File: src/rtl/global_defs.sv
// Shared definitions for the trace-parser / memory-controller path.
// parsed_op_t      : opcode produced by the trace parser (NOP = no request)
// ADDRESS_WIDTH    : width of a parsed request address
// queue_entry_t    : one buffered request in the request queue
// QUEUE_DEPTH      : default number of request-queue entries
package global_defs;

    localparam int ADDRESS_WIDTH   = 40;
    localparam int QUEUE_DEPTH     = 16;
    localparam int QUEUE_AGE_WIDTH = 8;

    typedef enum logic [1:0] {
        DATA_READ  = 2'd0,
        DATA_WRITE = 2'd1,
        IFETCH     = 2'd2,
        NOP        = 2'd3
    } parsed_op_t;

    typedef struct packed {
        parsed_op_t                   op;
        logic [ADDRESS_WIDTH-1:0]     addr;
        logic [QUEUE_AGE_WIDTH-1:0]   age;
    } queue_entry_t;

endpackage

File: src/rtl/request_queue_age_counter.sv
// Saturating per-entry age counter.
// Ports:
//   clk, rst_n  : clock, async active-low reset (age -> 0)
//   clr_i       : slot is being dequeued, age -> 0
//   load_zero_i : slot is being written, age -> 0
//   en_i        : slot is occupied, count up by one
//   age_o       : current age, saturates at all-ones
module age_counter #(
    parameter int AGE_WIDTH = 8
) (
    input  logic                 clk,
    input  logic                 rst_n,
    input  logic                 clr_i,
    input  logic                 load_zero_i,
    input  logic                 en_i,
    output logic [AGE_WIDTH-1:0] age_o
);

    logic [AGE_WIDTH-1:0] age_q;
    logic [AGE_WIDTH-1:0] age_d;

    always_comb begin
        age_d = age_q;
        if (clr_i || load_zero_i) begin
            age_d = '0;
        end else if (en_i && (age_q != {AGE_WIDTH{1'b1}})) begin
            age_d = age_q + 1'b1;
        end
    end

    always_ff @(posedge clk or negedge rst_n) begin
        if (!rst_n) begin
            age_q <= '0;
        end else begin
            age_q <= age_d;
        end
    end

    assign age_o = age_q;

endmodule

File: src/rtl/request_queue.sv
// Request queue: buffers non-NOP parser requests in arrival order for the
// memory-controller scheduler. Circular FIFO with occupancy count, per-entry
// saturating age and a sticky overflow flag.
// Ports:
//   clk, rst_n              : clock, async active-low reset
//   in_opcode, in_address   : request from parser (NOP = nothing)
//   in_ready                : queue not full
//   out_valid, out_ready    : head handshake with scheduler
//   out_opcode/address/age  : head entry (NOP/0/0 when empty)
//   count                   : occupancy
//   overflow                : sticky, a request was dropped while full
module request_queue
    import global_defs::*;
#(
    parameter int DEPTH     = QUEUE_DEPTH,
    parameter int AGE_WIDTH = 8
) (
    input  logic                       clk,
    input  logic                       rst_n,
    input  parsed_op_t                 in_opcode,
    input  logic [ADDRESS_WIDTH-1:0]   in_address,
    output logic                       in_ready,
    output logic                       out_valid,
    input  logic                       out_ready,
    output parsed_op_t                 out_opcode,
    output logic [ADDRESS_WIDTH-1:0]   out_address,
    output logic [AGE_WIDTH-1:0]       out_age,
    output logic [$clog2(DEPTH):0]     count,
    output logic                       overflow
);

    localparam int PW = $clog2(DEPTH);
    localparam int CW = PW + 1;
    localparam logic [CW-1:0] FULL_COUNT = CW'(DEPTH);

    logic [PW-1:0]              head_q, head_d;
    logic [PW-1:0]              tail_q, tail_d;
    logic [CW-1:0]              count_q, count_d;
    logic                       overflow_q, overflow_d;
    parsed_op_t                 op_q   [DEPTH];
    logic [ADDRESS_WIDTH-1:0]   addr_q [DEPTH];
    logic [AGE_WIDTH-1:0]       age_w  [DEPTH];

    logic enq;
    logic deq;
    logic req;

    assign in_ready  = (count_q != FULL_COUNT);
    assign out_valid = (count_q != '0);
    assign req       = (in_opcode != NOP);
    assign enq       = req && in_ready;
    assign deq       = out_valid && out_ready;

    always_comb begin
        head_d     = head_q;
        tail_d     = tail_q;
        count_d    = count_q;
        overflow_d = overflow_q;
        if (enq) begin
            tail_d = tail_q + 1'b1;
        end
        if (deq) begin
            head_d = head_q + 1'b1;
        end
        case ({enq, deq})
            2'b10:   count_d = count_q + 1'b1;
            2'b01:   count_d = count_q - 1'b1;
            default: count_d = count_q;
        endcase
        // in_ready is from the pre-edge count, so a same-cycle pop never saves it
        if (req && !in_ready) begin
            overflow_d = 1'b1;
        end
    end

    always_ff @(posedge clk or negedge rst_n) begin
        if (!rst_n) begin
            head_q     <= '0;
            tail_q     <= '0;
            count_q    <= '0;
            overflow_q <= 1'b0;
            for (int i = 0; i < DEPTH; i++) begin
                op_q[i]   <= NOP;
                addr_q[i] <= '0;
            end
        end else begin
            head_q     <= head_d;
            tail_q     <= tail_d;
            count_q    <= count_d;
            overflow_q <= overflow_d;
            if (enq) begin
                op_q[tail_q]   <= in_opcode;
                addr_q[tail_q] <= in_address;
            end
        end
    end

    for (genvar g = 0; g < DEPTH; g++) begin : g_age
        logic [PW-1:0] rel;
        logic          occupied;

        // slot is live when its distance from head is below the occupancy
        assign rel      = PW'(g) - head_q;
        assign occupied = ({1'b0, rel} < count_q);

        age_counter #(.AGE_WIDTH(AGE_WIDTH)) u_age (
            .clk         (clk),
            .rst_n       (rst_n),
            .clr_i       (deq && (head_q == PW'(g))),
            .load_zero_i (enq && (tail_q == PW'(g))),
            .en_i        (occupied),
            .age_o       (age_w[g])
        );
    end

    assign out_opcode  = out_valid ? op_q[head_q]   : NOP;
    assign out_address = out_valid ? addr_q[head_q] : '0;
    assign out_age     = out_valid ? age_w[head_q]  : '0;
    assign count       = count_q;
    assign overflow    = overflow_q;

endmodule
File: config.mk
export PLATFORM = sky130hd
export DESIGN_NAME = request_queue
export DESIGN_NICKNAME = d
export VERILOG_FILES = /design/src/rtl/global_defs.sv /design/src/rtl/request_queue_age_counter.sv /design/src/rtl/request_queue.sv
export SDC_FILE = /design/constraint.sdc
export NUM_CORES = 1
export LEC_CHECK = 0
export ABC_AREA = 1
export CORE_MARGIN = 4
export CORE_UTILIZATION = 65
export CTS_CLUSTER_SIZE = 24
export DETAILED_ROUTE_END_ITERATION = 16
export HOLD_SLACK_MARGIN = 0.08
export PLACE_DENSITY = 0.83
export RECOVER_POWER = 25
export SYNTH_ARGS = -nofsm -noshare
export SYNTH_HDL_FRONTEND = slang
export SYNTH_SLANG_ARGS = --single-unit
File: constraint.sdc
create_clock -name clk -period 5 [get_ports clk]
set_input_delay 0.5 -clock clk [delete_from_list [all_inputs] [get_ports clk]]
set_output_delay 0.5 -clock clk [all_outputs]
set_load 0.03 [all_outputs]
==> metrics.yaml <==
pwr:
  power_density_mw_per_mm2: 744
  leakage_nw: 24.2
  vdd_drop_max_mv: 0.502
  report.power.total_mw: 35.0
worst_setup_path:
  slowest_stage: "nand3_1"
  critPathRequiredTime_ns: 5.52
  reg2reg_depth: 7
  slowest_delay_ns: 1.37
  start_kind: "flop"
  reg2reg_slack_ns: 0.53
  cp.arrival_ns: 4.99
  critical-path-top-delay-family: "simple AND/OR/NAND/NOR gates"
  path_class: "reg -> reg"
  r2r_start: "count[0]"
  path_cells: "nor2_4 -> nand3_1 -> nand3_4 -> nand2_1 -> inv_2 -> nand3_1 -> nand2_1"
  crit_buf_inv: 1
  endpoint_kind: "flop"
  worst-path-max-fanout: 65
  rr_endpoint: "g_age[9].u_age.age_o[1]"
cts:
  clockBufferDepth: 3
  clk_latency_ns: 0.65
  cts_tree: "yes"
  ctsResizeCount: 0
  cts_htree_levels: 3
  numCtsBuffers: 85
  clk_pin_slew_ns: 0.06
  clockRootBuffer: "clkbuf_16"
  cts_sinks: 814
timing:
  min_period_ns: 4.47
  slew_headroom_pct: -76.8
  hold_violations: 0
  worst_pin_slew_ns: 2.65
  fin_skew_ns: 0.0250
  period_share_pct: 89.4
  rsz0062_at_grt: "false"
  whs_ns: 0.475
  final.setup.tns_ns: 0
  setup_violations: 0
  fmaxAchievable_ghz: 0.224
  fin_ws_ns: 0.532
  maxSlewViolCount: 229
layout:
  syn_to_final_growth_pct: 8.19
  drive_gt1_share_pct: 4.84
  final_nets: 5889
  fin_area_mm2: 0.0470
  final-instance-count-excl-fill: 6710
  seq_area_mm2: 0.0204
  multiInputGateArea_mm2: 0.0188
  utilization_pct: 71.2
  nFillCells: 5166
synth:
  synth_async_sr_flop_share_pct: 100
  syn_area_mm2: 0.0434
  synthCells: 5916
  synth_edf_count: 0
  synth_cell_type_count: 36
  syn_nets: 6025
  yosysSeqAreaShare_pct: 47.0
  synth_flop_cell: "dfrtp_1"
  avgSynthCellArea_um2: 7.34
  synth_warnings: 0
  ys_ff_latch: 814
die:
  die_x_um: 266
  dieArea_mm2: 0.0710
  initial_core_util_pct: 65.8
  num_rows: 94
  coreArea_mm2: 0.0660
  ios: 103
  die_h_um: 266
hold_path:
  holdPathStages: 1
  whs_endpoint: "overflow"
  hold_class: "reg -> reg"
  min_from: "overflow"
placed_design:
  place_inst: 6556
  place_hpwl_um: 66400
  port_buffers: 102
  gp_congestion: 0.886
  dpl_worst_slack_ns: 1.32
  dpl-instance-area_mm2: 0.0442
routing:
  vias_per_cell: 5.79
  dr.pass1.iters: 6
  vias: 38865
  wire_per_inst_um: 17.6
  drt_iter0_drc: 4927
  routed_wl_um: 118000
  postRouteAntennaNets: 0
  drcViolationCount: 0
grt:
  grt_pass1_wl_um: 191000
  grt.overflow.total: 0
  grt_max_degree: 161
  grt_antenna_before_repair: 1
  grt_pass1_vias: 36493
  grtUsageTotal_pct: 33.0
status:
  violations: "capacitance limit, slew limit"
  outcome: "finished, violations left"
flow_run:
  maxCapViolations: 3
-- sequential cells by signal (all words and copies together), names as in the netlist --
register and count:
g_age.u_age.age_o 128, count 5, op_q 32, addr_q 640
tail_q 4, head_q 4, overflow 1
-- Yosys cell counts (3+ instances only) --
cell type / n / share of area (%)
o21ai_0: 674 / 7.8
buf_2: 122 / 1.4
buf_1: 31 / 0.27
ha_1: 64 / 1.8
clkbuf_1: 156 / 1.3
a21oi_2: 3 / 0.061
nor2_2: 4 / 0.058
nand3_1: 751 / 8.7
buf_6: 43 / 1.1
nand2_1: 2218 / 19
inv_2: 18 / 0.16
nor2_1: 152 / 1.3
o21ai_1: 38 / 0.44
buf_4: 30 / 0.52
xnor2_1: 7 / 0.14
nand3_4: 8 / 0.32
xor2_1: 63 / 1.3
dfrtp_1: 782 / 45
nor2_4: 4 / 0.10
a21boi_1: 5 / 0.086
nand4_1: 8 / 0.12
nand3b_1: 41 / 0.71
dfstp_2: 32 / 1.9
inv_1: 575 / 5.0
o211ai_1: 3 / 0.052
nand3_2: 4 / 0.092
nand2_2: 3 / 0.043
a21oi_1: 67 / 0.77
-- logic make-up (layout without fill, tap and decap cells) --
kind of cell,after synthesis,count (layout),synth area share [%]
adder cells (fa/ha/maj),64,64,1.84
flip-flops,814,814,47.0
XOR/XNOR,70,70,1.41
buffers and inverters,977,906,9.84
AO/OA/AOI/OAI,795,795,9.28
AND/OR/NAND/NOR,3196,3196,30.6
other,0,1,0
-- how the worst max path moves through the flow --
stage	start	slack (ns)	to	cells after the start
6_report	count[0]	0.53	g_age[9].u_age.age_o[1]	7
3_3_place_gp	head_q[0]	1.30	out_address[8]	9
3_5_place_dp	head_q[0]	1.32	out_address[8]	9
2_1_floorplan	head_q[2]	2.06	g_age[0].u_age.age_o[3]	16
5_1_grt	rst_n	0.24	addr_q[235]	3
4_1_cts	head_q[0]	0.58	out_address[13]	9
-- repair_timing --
action	in CTS	in global routing
hold buffers	1	0
buffers inserted	0	0
endpoints found under the hold margin	85	0
-- layout by cell type, fill, tap and decap left out, types with 4 or more instances in the layout --
cell,instances
nand2_1,2218
dfrtp_1,778
nand3_1,743
o21ai_0,674
inv_1,573
nor2_1,152
clkdlybuf4s50_1,101
clkbuf_16,86
a21oi_1,67
ha_1,64
xor2_1,63
buf_4,47
nand3b_1,41
o21ai_1,38
dfstp_2,32
clkbuf_1,20
clkinv_2,18
inv_2,16
nand3_4,16
clkbuf_8,13
nand4_1,8
buf_12,8
xnor2_1,7
bufinv_16,7
a21boi_1,5
nor2_2,4
nor2_4,4
nand3_2,4
dfrtp_4,4
-- final cells by class --
cell class / instances / area share (%)
clock buffers: 119 / 5.12
multi-input cells: 4125 / 40.1
clock inverters: 33 / 0.903
diodes: 1 / 0.00533
flip-flops and latches: 814 / 43.5
well taps: 864 / 2.30
inverters: 594 / 4.79
repair buffers: 160 / 3.30
-- power breakdown --
part | internal [mW] | total, mW | switching, mW
sequential | 9.53 | 11.4 | 1.84
combinational | 5.63 | 17.1 | 11.5
clock | 3.74 | 6.47 | 2.73
total | 18.9 | 35.0 | 16.1
-- worst reg2reg max path, stage by stage, from the launching register on --
cell	delay, ns
dfrtp_1	0.70
nor2_4	0.08
nand3_1	1.37
nand3_4	1.28
nand2_1	0.51
inv_2	0.20
nand3_1	0.14
nand2_1	0.05
-- routing by layer --
metal  vias up  routed length (um)  GRT usage (%)
li1      18374                   -              -
met1     18337               48100           46.2
met2      1804               54500           52.8
met3       350               10600           4.68
met4         0                4760           13.1
met5         -                   0              0
Power figures use the tool's default switching activity.
